`src/rtl/prefetch_pkg.sv`:
```
// Shared types and helpers for the instruction prefetch buffer.
// Address/word widths come from RISCV_ADDR_WIDTH / RISCV_WORD_WIDTH (default 32).
`ifndef RISCV_ADDR_WIDTH
`define RISCV_ADDR_WIDTH 32
`endif
`ifndef RISCV_WORD_WIDTH
`define RISCV_WORD_WIDTH 32
`endif

package prefetch_pkg;
   localparam int ADDR_W = `RISCV_ADDR_WIDTH;
   localparam int WORD_W = `RISCV_WORD_WIDTH;
   localparam logic [ADDR_W-1:0] PC_INC = 1;

   typedef struct packed {
      logic [WORD_W-1:0] instr;
      logic [ADDR_W-1:0] pc;
   } fetch_entry_t;

   // Word-addressed PC advance; wraps modulo 2^ADDR_W.
   function automatic logic [ADDR_W-1:0] next_pc(input logic [ADDR_W-1:0] pc);
      return pc + PC_INC;
   endfunction
endpackage

```
`src/rtl/sync_fifo.sv`:
```
// Generic register-based synchronous FIFO with flush; an extra pointer bit
// separates full from empty. Push while full is accepted only alongside a pop.
module sync_fifo #(
   parameter int  DEPTH = 4,
   parameter int  WIDTH = 8,
   localparam int CNT_W = $clog2(DEPTH + 1),
   localparam int PTR_W = $clog2(DEPTH)
) (
   input  logic             clk,
   input  logic             rst_n,
   input  logic             push,
   input  logic             pop,
   input  logic             flush,
   input  logic [WIDTH-1:0] wdata,
   output logic [WIDTH-1:0] rdata,
   output logic             full,
   output logic             empty,
   output logic [CNT_W-1:0] count
);
   logic [WIDTH-1:0] mem [DEPTH];
   logic [PTR_W:0]   wr_ptr;
   logic [PTR_W:0]   rd_ptr;
   logic [PTR_W:0]   diff;
   logic             do_push;
   logic             do_pop;

   assign diff    = wr_ptr - rd_ptr;
   assign count   = CNT_W'(diff);
   assign empty   = (wr_ptr == rd_ptr);
   assign full    = (diff == (PTR_W+1)'(DEPTH));
   assign do_pop  = pop && !empty;
   assign do_push = push && (!full || do_pop);
   assign rdata   = mem[rd_ptr[PTR_W-1:0]];

   always_ff @(posedge clk or negedge rst_n) begin
      if (!rst_n) begin
         wr_ptr <= '0;
         rd_ptr <= '0;
      end else if (flush) begin
         wr_ptr <= '0;
         rd_ptr <= '0;
      end else begin
         if (do_push) wr_ptr <= wr_ptr + (PTR_W+1)'(1);
         if (do_pop)  rd_ptr <= rd_ptr + (PTR_W+1)'(1);
      end
   end

   // Storage is data only; validity is carried entirely by the pointers.
   always_ff @(posedge clk) begin
      if (do_push && !flush) mem[wr_ptr[PTR_W-1:0]] <= wdata;
   end
endmodule

```
`src/rtl/prefetch_buffer.sv`:
```
// Prefetch buffer between fetch_stage and decode: credit-throttled requests,
// PC tagging, redirect flush with stale-response discard. Optional PREFETCH_BYPASS_EN.
`ifndef RISCV_ADDR_WIDTH
`define RISCV_ADDR_WIDTH 32
`endif
`ifndef RISCV_WORD_WIDTH
`define RISCV_WORD_WIDTH 32
`endif

module prefetch_buffer
   import prefetch_pkg::*;
#(
   parameter int  DEPTH = 4,
   localparam int CNT_W = $clog2(DEPTH + 1)
) (
   input  logic                         clk,
   input  logic                         rst_n,
   output logic                         fetch_req_o,
   output logic [`RISCV_ADDR_WIDTH-1:0] fetch_target_addr_o,
   output logic                         fetch_target_valid_o,
   input  logic [`RISCV_WORD_WIDTH-1:0] fetch_instr_i,
   input  logic                         fetch_instr_valid_i,
   input  logic                         redirect_i,
   input  logic [`RISCV_ADDR_WIDTH-1:0] redirect_addr_i,
   output logic [`RISCV_WORD_WIDTH-1:0] instr_o,
   output logic [`RISCV_ADDR_WIDTH-1:0] pc_o,
   output logic                         valid_o,
   input  logic                         ready_i
);
   fetch_entry_t      head;
   fetch_entry_t      wentry;
   logic [CNT_W-1:0]  occ;
   logic [CNT_W-1:0]  inflight;
   logic [CNT_W-1:0]  inflight_next;
   logic [CNT_W-1:0]  discard;
   logic [CNT_W:0]    pending;
   logic [ADDR_W-1:0] wr_pc;
   logic              fifo_full;
   logic              fifo_empty;
   logic              fifo_push;
   logic              fifo_pop;
   logic              accept;
   logic              credit_ok;

   // Requests are gated by reset so nothing is issued while the block is held.
   assign pending              = {1'b0, occ} + {1'b0, inflight};
   assign credit_ok            = (pending < (CNT_W+1)'(DEPTH)) && (discard == '0);
   assign fetch_req_o          = rst_n && (redirect_i || credit_ok);
   assign fetch_target_valid_o = rst_n && redirect_i;
   assign fetch_target_addr_o  = redirect_addr_i;

   assign accept        = fetch_instr_valid_i && (discard == '0) && !redirect_i;
   assign inflight_next = inflight + CNT_W'(fetch_req_o) - CNT_W'(fetch_instr_valid_i);
   assign wentry        = '{instr: fetch_instr_i, pc: wr_pc};

`ifdef PREFETCH_BYPASS_EN
   logic bypass;
   // An empty buffer forwards the arriving response straight to decode.
   assign bypass    = fifo_empty && accept;
   assign valid_o   = !fifo_empty || bypass;
   assign instr_o   = !fifo_empty ? head.instr : (bypass ? fetch_instr_i : '0);
   assign pc_o      = !fifo_empty ? head.pc    : (bypass ? wr_pc : '0);
   assign fifo_push = accept && !(bypass && ready_i) && (!fifo_full || fifo_pop);
`else
   assign valid_o   = !fifo_empty;
   assign instr_o   = fifo_empty ? '0 : head.instr;
   assign pc_o      = fifo_empty ? '0 : head.pc;
   assign fifo_push = accept && (!fifo_full || fifo_pop);
`endif
   assign fifo_pop  = valid_o && ready_i && !fifo_empty;

   sync_fifo #(
      .DEPTH (DEPTH),
      .WIDTH ($bits(fetch_entry_t))
   ) u_fifo (
      .clk   (clk),
      .rst_n (rst_n),
      .push  (fifo_push),
      .pop   (fifo_pop),
      .flush (redirect_i),
      .wdata (wentry),
      .rdata (head),
      .full  (fifo_full),
      .empty (fifo_empty),
      .count (occ)
   );

   // The redirect-cycle request still fetches the stale stream, so discard
   // equals the post-edge in-flight count.
   always_ff @(posedge clk or negedge rst_n) begin
      if (!rst_n) begin
         inflight <= '0;
         discard  <= '0;
         wr_pc    <= '0;
      end else begin
         inflight <= inflight_next;
         if (redirect_i) begin
            discard <= inflight_next;
            wr_pc   <= redirect_addr_i;
         end else begin
            if ((discard != '0) && fetch_instr_valid_i) discard <= discard - CNT_W'(1);
            if (accept) wr_pc <= next_pc(wr_pc);
         end
      end
   end
endmodule

```
`config.mk`:
```
export PLATFORM = sky130hd
export DESIGN_NAME = prefetch_buffer
export DESIGN_NICKNAME = d
export VERILOG_FILES = /design/src/rtl/prefetch_pkg.sv /design/src/rtl/sync_fifo.sv /design/src/rtl/prefetch_buffer.sv
export SDC_FILE = /design/constraint.sdc
export NUM_CORES = 1
export LEC_CHECK = 0
export CAP_MARGIN = 20
export CORE_MARGIN = 1.5
export CORE_UTILIZATION = 59
export CTS_BUF_LIST = sky130_fd_sc_hd__clkbuf_16
export DETAILED_ROUTE_END_ITERATION = 12
export PLACE_DENSITY = 0.85
export SLEW_MARGIN = 15
export SYNTH_ARGS = -nofsm -noshare
export SYNTH_HDL_FRONTEND = slang
export SYNTH_SLANG_ARGS = --single-unit
```
`constraint.sdc`:
```
create_clock -name clk -period 15.25 [get_ports clk]
set_input_delay 3.05 -clock clk [delete_from_list [all_inputs] [get_ports clk]]
set_output_delay 3.05 -clock clk [all_outputs]
set_load 0.01 [all_outputs]
```
Word-level counts from Yosys, hierarchy flattened
Memories as Yosys holds them, arrays and structs flattened.
Index checks and enable logic that the tools add are counted.
{ "word_totals": {"reg_bits": 44, "ram_bits": 256, "in_bits": 69, "out_inout_bits": 99, "elab_cells": 53, "memories": 1} }
{ "classes": {"add_sub_neg": 8, "n_lt_le_gt_ge": 1, "n_eq_ne": 2, "mux": 12, "n_reduce_logical": 24} }
{ "mem_list": {"columns": ["name", "depth", "width", "rd", "rd_ports_with_merged_regs", "wr", "line_no", "text"], "rows": [
  ["u_fifo.mem", 4, 64, 1, 0, 1, "sync_fifo.sv:20", "logic [WIDTH-1:0] mem [DEPTH];"]
]} }
{ "ops": {"columns": ["operator", "n"], "rows": [
  ["two-way mux 32 bit", 4],
  ["adder 32 x 1 -> 32 bit (second input constant)", 1],
  ["two-way mux 3 bit", 6],
  ["logical AND 1 bit", 12],
  ["nonzero test 2 bit", 4],
  ["adder 3 x 1 -> 3 bit (second input constant)", 2],
  ["adder 3 x 3 -> 4 bit", 1],
  ["less-than comparator 4 x 3 -> 1 bit (second input constant)", 1],
  ["adder 3 x 1 -> 3 bit", 1],
  ["equality test 3 bit", 1],
  ["equality test 3 bit (second input constant)", 1],
  ["zero test 1 bit", 3],
  ["zero test 3 bit", 1],
  ["logical OR 1 bit", 3],
  ["nonzero test 3 bit", 1],
  ["subtractor 3 x 1 -> 3 bit", 1],
  ["subtractor 3 x 1 -> 3 bit (second input constant)", 1],
  ["subtractor 3 bit", 1],
  ["two-way mux 1 bit", 2]
]} }

Depth between registers and ports, before layout
Gate-level depths: netlist of run 1.
{ "depth": {"ltp_word": 10, "ltp_mapped": 15, "depth_no_buf": 15} }

Cells and area by module
Synthesis of run 1 repeated with hierarchy kept, for this count alone.
{ "hier_totals": {"hier_cells": 769, "hier_area_um2": 12823.5} }
{ "modules_own_cells": {"columns": ["mod", "instances", "cells_per_inst", "area_each_um2", "seq_area_each_um2"], "rows": [
  ["sync_fifo", 1, 387, 9711.8, 7837.5],
  ["prefetch_buffer", 1, 382, 3111.7, 950.9]
]} }

Worst setup path after synthesis of run 1
OpenSTA, ideal clock, no wires.
{ "synth_path": {"path_type": "in2reg", "start": "in redirect_i", "end": "mem u_fifo.mem[0][0] in the netlist's numbering, enable pin", "setup_ns": 0.578, "t_arrival_ns": 8.154, "required_ns": 14.672, "path_slack_ns": 6.518, "cell_stages": 3, "n_path_buf": 2, "path_cell_list": "clkbuf_1 > clkbuf_1 > nor3b_1"} }
{ "synth_via": {"elab_chain_cells": 7} }
{ "synth_lines": {"columns": ["item", "line_no", "text"], "rows": [
  ["from (decl)", "prefetch_buffer.sv:23", "input logic redirect_i,"],
  ["zero test 1 bit *", "sync_fifo.sv:50, prefetch_buffer.sv:52", null],
  ["logical AND 1 bit", "prefetch_buffer.sv:52", "assign accept = fetch_instr_valid_i && (discard == '0) && !redirect_i;"],
  ["logical AND 1 bit", "prefetch_buffer.sv:68", "assign fifo_push = accept && (!fifo_full || fifo_pop);"],
  ["logical AND 1 bit", "sync_fifo.sv:32", "assign do_push = push && (!full || do_pop);"],
  ["logical AND 1 bit *", "sync_fifo.sv:50", "if (do_push && !flush) mem[wr_ptr[PTR_W-1:0]] <= wdata;"],
  ["two-way mux 1 bit *", "sync_fifo.sv:50", null],
  ["two-way mux 1 bit (implied by the code) *", "sync_fifo.sv:50", null],
  ["to (decl)", "sync_fifo.sv:20", null]
]} }
Every way passes the cells marked *; elsewhere a longest branch is shown, timed or not.

Final worst setup path of run 1
{ "layout_path": {"start": "in redirect_i", "end": "out fetch_req_o"} }
{ "layout_via": {"elab_chain_cells": 2} }
{ "layout_lines": {"columns": ["item", "line_no", "text"], "rows": [
  ["logical OR 1 bit", "prefetch_buffer.sv:48", "assign fetch_req_o = rst_n && (redirect_i || credit_ok);"],
  ["logical AND 1 bit", "prefetch_buffer.sv:48", null],
  ["to (decl)", "prefetch_buffer.sv:18", "output logic fetch_req_o,"]
]} }
No other way between the ends.

==> out/results.ini, run 1 <==
[critical_path]
worst-path-max-fanout = 83
slowest_stage = buf_4
crit_arrival_ns = 4.59
start_kind = input port
cp.required_ns = 12.20
path_delay_family = buffers and inverters
crit_path_end_kind = output pin
critPathMaxStageDelay_ns = 0.61
critical_path_class = in -> out
path_cells = buf_2 > buf_4 > a21oi_1 > nor2b_1 > clkdlybuf4s50_1
path_buf_inv = 3

[pwr]
leakage_uw = 0.00517
p_switching_uw = 546
power_uw = 2150
p_clk_frac = 0.326
swShare = 0.254
power.share.combinational = 0.220
p_seq_frac = 0.454
vdd_drop_max_mv = 0.119
p_per_area_mw_per_mm2 = 141
p_int_uw = 1610

[sta]
clock.fmax_mhz = 131
finClkSkew_ns = 0.0115
post-route-period-util = 0.501
tns_ns = 0
worstMarginPinSlew_ns = 0.997
grt_setup_unrepaired = no
setup_viol = 0
hold_viol = 0
slew_headroom = 0.335
maxSlewViolCount = 0
fin_crit_ns = 7.64
hold_slack_ns = 0.562

[global_routing]
grt_max_degree = 84
grt_pass1_vias = 6940
track_usage = 0.227
grt_pass1_wl_um = 38200
overflow = 0
antenna_found_initial = 0

[logic_synthesis]
ys_warn_count = 0
synthXorXnorAreaFrac = 0.0277
yosys.area_share.simple = 0.0875
synth.net_count = 813
syn_area_per_cell_um2 = 17.3
netlist_instances = 728
synth-compound-area-share = 0.0185
synthesis.area_mm2 = 0.0126
synth_seq_area_share = 0.697
ys_ff_latch = 300
synth_top_family_by_area = multiplexers
synthDistinctLibCells = 46
synthAdderAreaFrac = 0.0171
synth.area.mux_share = 0.117

[cells_and_area]
post-route-util = 0.727
drive_above_1_share = 0.154
diodes = 0
fill_cells = 1271
fin_nets = 959
syn2layout_area_growth_pct = 21.2

[route]
num_vias = 6736
detail_route.wl_per_cell_um = 21.0
drtPass1Iterations = 5
avgViaCountPerCell = 5.75
routed_wl_um = 24500
drt-initial-drc-count = 401
ant_nets = 0
drc = 0

[clocking]
clock_latency_ns = 0.55
postCtsSetupBuffers = 0
cts_buffer_depth = 3
cts_max_level = 1
cts_tree = built
clk_pin_slew_ns = 0.06
post_cts_resized = 0
holdBufCountCts = 0
root_buffer = clkbuf_16
clkSinkCount = 300
numCtsBuffers = 30

[floorplan]
initial_core_util = 0.600
die-area_mm2 = 0.0223
die_w_um = 149
num_rows = 53
core_area_mm2 = 0.0210
pin_count = 168
dieHeight_um = 149

[place]
place_congestion = 0.752
hpwlAfterDp_um = 14500
port_buffers = 167

[hold_path]
hp-class = reg -> reg

[run_status]
status = finished, final reports clean

[flow_run]
cap_viol_max_count = 0

[synth_stat cells, drive strengths merged]
master	instances	area share
edfxtp	256	0.61
and2	67	0.033
nor4	8	0.0085
mux2	2	0.0018
nor3b	3	0.0018
mux2i	1	0.00079
fa	2	0.0032
clkbuf	20	0.0060
xor2	27	0.019
nand4	14	0.0069
and3	3	0.0015
o21ai	33	0.014
nand3	20	0.0093
dfrtp	44	0.087
nand2b	3	0.0015
nor2b	1	0.00050
nand3b	3	0.0028
or2	1	0.00050
a21oi	5	0.0023
or4	1	0.00060
nand2	43	0.013
inv	17	0.0051
mux4	64	0.11
a211oi	1	0.00060
nor2	9	0.0027
nor3	7	0.0041
a211o	1	0.00069
or4b	1	0.00079
buf	43	0.024
xnor2	12	0.0083
o31ai	2	0.0012
ha	14	0.014
[per-stage QoR]
| step | setup slack (ns) | cell area (um^2) | cells |
|---|---|---|---|
| 2_1_floorplan | 6.52 | 12600 | 728 |
| 3_3_place_gp | 7.64 | 14300 | 1117 |
| 3_5_place_dp | 7.61 | 14300 | 1117 |
| 4_1_cts | 7.59 | 15300 | 1171 |
| 5_1_grt | 7.45 | 15300 | 1171 |
| 6_report | 7.61 | 15300 | 1171 |
[cell usage in the layout (no fill, tap or decap), drive strengths merged, types with 2 or more instances in the layout]
cell type      Yosys  final
nand2             43     43
o21ai             33     33
buf               43     12
xor2              27     27
bufinv             0      3
and2              67     67
clkinv             0      9
nand3             20     20
nand3b             3      3
fa                 2      2
a21oi              5      5
nand4             14     14
mux4              64     64
nor3b              3      3
clkdlybuf4s50      0    165
edfxtp           256    256
mux2               2      2
nor4               8      8
nor3               7      7
and3               3      3
nand2b             3      3
dfrtp             44     44
o31ai              2      2
clkbuf            20     31
inv               17     28
ha                14     14
nor2               9      9
xnor2             12     12
[area by class of cell]
| class | count | area (um^2) | area share |
|---|---|---|---|
| well taps | 275 | 344 | 0.0225 |
| multi-input cells | 348 | 3390 | 0.222 |
| clock buffers | 31 | 776 | 0.0508 |
| inverters | 17 | 63.8 | 0.00418 |
| clock inverters | 23 | 175 | 0.0115 |
| flip-flops and latches | 300 | 8790 | 0.575 |
| repair buffers | 177 | 1740 | 0.114 |
[layer usage]
metal / global-route usage / vias up / wire [um]
met2: 0.382 / 238 / 12400
met5: 0 / - / 0
met4: 0.0545 / 0 / 439
met3: 0.0349 / 37 / 1500
li1: - / 3037 / -
met1: 0.316 / 3424 / 10200
[power groups by stage]
stage / registers, uW / logic [uW] / clock network (uW)
2_1_floorplan: 973 / 290 / 0
3_3_place_gp: 992 / 469 / 0
5_1_grt: 985 / 513 / 746
6_report: 978 / 473 / 702
3_5_place_dp: 996 / 478 / 0
4_1_cts: 979 / 483 / 715
[path summary, 6_finish.rpt]
kind | start | to | slack (ns) | cells after the start
setup / recovery | redirect_i | fetch_req_o | 7.61 | 5
hold / removal | wr_pc[31]$_DFFE_PN0P_ | u_fifo.mem[2][31]$_DFFE_PP_ | 0.56 | 0
setup reg to reg | u_fifo.rd_ptr[0]$_DFFE_PN0P_ | u_fifo.mem[3][63]$_DFFE_PP_ | 11.19 | 8
hold reg to reg | wr_pc[31]$_DFFE_PN0P_ | u_fifo.mem[2][31]$_DFFE_PP_ | 0.56 | 0
max in group asynchronous | rst_n | u_fifo.rd_ptr[0]$_DFFE_PN0P_ | 12.19 | 2
min in group asynchronous | rst_n | wr_pc[28]$_DFFE_PN0P_ | 2.60 | 2
[logic make-up (layout without fill, tap and decap cells)]
group / after synthesis / count (layout)
muxes: 67 / 67
adders and majority gates: 16 / 16
AOI/OAI and AO/OA: 42 / 42
buffers and inverters: 80 / 248
and+or+nand+nor: 184 / 184
DFF: 300 / 300
xor gates and xnor gates: 39 / 39
[registers in the layout, indices dropped and copies added (netlist names)]
signal and cells:
u_fifo.rd_ptr 3, u_fifo.mem 256, wr_pc 32, u_fifo.wr_ptr 3, inflight 3, discard 3
(Power assumes the default switching activity.)
==> inputs of run 2 (changes only) <==
Settings changed: CORE_UTILIZATION 59 to 55, PLACE_DENSITY 0.85 to 0.8.
Clock period 15.25 ns to 7.7 ns, I/O delays scaled along.
==> run 2 against run 1 <==
Routed wire length down 0.97%; clock power up 100%; worst setup slack worse by 4.9 ns; clock skew down 0.0030 ns; core utilization down 4.7 points; non-clock buffer count up 1; power up 98%; critical path type is now reg -> out; final area up 0.48%; critical path depth up 4; register-to-register slack worse by 7.2 ns.
==> out/results.ini, run 2 (same netlist as run 1, synthesis figures left out) <==
[route]
drc = 0
ant_nets = 0
detail_route.wl_per_cell_um = 20.5
drt-initial-drc-count = 524
routed_wl_um = 24300
num_vias = 6653
drtPass1Iterations = 5
avgViaCountPerCell = 5.61

[floorplan]
die_w_um = 154
pin_count = 168
num_rows = 55
initial_core_util = 0.559
dieHeight_um = 154
die-area_mm2 = 0.0238
core_area_mm2 = 0.0226

[sta]
slew_headroom = 0.288
worstMarginPinSlew_ns = 1.06
post-route-period-util = 0.654
clock.fmax_mhz = 199
hold_slack_ns = 0.552
fin_crit_ns = 5.03
hold_viol = 0
tns_ns = 0
maxSlewViolCount = 0
grt_setup_unrepaired = no
finClkSkew_ns = 0.00849
setup_viol = 0

[critical_path]
r2r_cells = 8
critPathMaxStageDelay_ns = 0.76
path_buf_inv = 2
critPathLaunch = u_fifo.rd_ptr[0]$_DFFE_PN0P_
path_depth = 9
path_delay_family = adder cells
path_common_cell = ha_1
start_kind = flip-flop
timing.rr.start = u_fifo.rd_ptr[0]$_DFFE_PN0P_
crit_arrival_ns = 3.49
critical_path_class = reg -> out
slowest_stage = dfrtp_4
worst-path-max-fanout = 26
path_cells = ha_1 > inv_1 > fa_1 > xnor2_1 > ha_1 > nor4_1 > a21oi_1 > nor2b_1 > clkdlybuf4s50_1
cp.required_ns = 6.16
crit_path_end_kind = output pin

[cells_and_area]
syn2layout_area_growth_pct = 21.8
fill_cells = 1510
fin_nets = 961
drive_above_1_share = 0.159
final_area_mm2 = 0.0154
seqCellArea_mm2 = 0.00879
final_common_cell = edfxtp_1
diodes = 0
most-common-layout-cells = edfxtp_1 (256), clkdlybuf4s50_1 (165), and2_1 (67)
multiInputGateArea_mm2 = 0.00339
largest_reg_flops = 256

[clocking]
clock_latency_ns = 0.53
cts_max_level = 1
holdBufCountCts = 0
root_buffer = clkbuf_16
cts_tree = built
numCtsBuffers = 31
post_cts_resized = 0
clkSinkCount = 300
clk_pin_slew_ns = 0.06
postCtsSetupBuffers = 0
cts_buffer_depth = 3

[global_routing]
antenna_found_initial = 0
gr-usage-met2 = 0.350
grt_util_met3 = 0.0272
overflow = 0
grt_pass1_vias = 6882
gr-usage-met1 = 0.300
grt_max_degree = 69
grt.busiest_layer = met2
track_usage = 0.209
grt_pass1_wl_um = 38400

[place]
dpl_cell_area_mm2 = 0.0144
hpwlAfterDp_um = 14300
place_congestion = 0.798
port_buffers = 167

[hold_path]
hp-class = reg -> reg
hold_path_depth = 0
min_from = wr_pc[22]$_DFFE_PN0P_

[pwr]
p_per_area_mw_per_mm2 = 278
vdd_drop_max_mv = 0.152
leakage_uw = 0.00519

[run_status]
status = finished, final reports clean

[flow_run]
cap_viol_max_count = 0

==> run 2: changes by cell type in the layout (fill, tap and decap cells not counted) <==
cell | before | now
buf_12 | 0 | 3
buf_4 | 10 | 8
clkinv_1 | 5 | 8
clkinv_2 | 4 | 8
clkinv_4 | 0 | 1
inv_1 | 27 | 23
inv_6 | 1 | 0
==> run 2: final timing paths <==
| path | endpoint | slack, ns |
|---|---|---|
| min | u_fifo.mem[3][22]$_DFFE_PP_ | 0.55 |
| max reg2reg | u_fifo.mem[1][0]$_DFFE_PP_ | 4.01 |
| min in group asynchronous | wr_pc[28]$_DFFE_PN0P_ | 1.09 |
| max in group asynchronous | u_fifo.rd_ptr[0]$_DFFE_PN0P_ | 6.13 |
| min reg2reg | u_fifo.mem[3][22]$_DFFE_PP_ | 0.55 |
| max | fetch_req_o | 2.67 |
==> run 2: final cells by class <==
type / count / area share
clock inverter: 26 / 0.0125
clock buffer: 31 / 0.0505
multi-input combinational: 348 / 0.221
timing repair buffer: 178 / 0.116
inverter: 17 / 0.00416
sequential: 300 / 0.573
tap: 285 / 0.0232
==> run 2: stage by stage <==
| stage | instances | total power, uW | utilization | worst slack, ns |
|---|---|---|---|---|
| 2_1_floorplan | 728 | 2500 | - | 0.478 |
| 3_3_place_gp | 1126 | 2900 | 0.637 | 3.18 |
| 3_5_place_dp | 1127 | 2910 | 0.637 | 3.18 |
| 4_1_cts | 1184 | 4310 | 0.680 | 2.61 |
| 5_1_grt | 1185 | 4460 | 0.680 | 2.42 |
| 6_report | 1185 | 4270 | 0.680 | 2.67 |
==> run 2: metal layers <==
metal,wire (um),share of wire,up-vias
met5,0,0,-
met4,308,0.013,0
met3,1210,0.050,28
met2,12400,0.51,210
met1,10400,0.43,3364
li1,-,-,3051
==> run 2: where the power goes <==
| group | internal (uW) | switching, uW | total [uW] |
|---|---|---|---|
| clock network | 826 | 579 | 1410 |
| registers | 1850 | 81.2 | 1930 |
| logic | 515 | 422 | 938 |
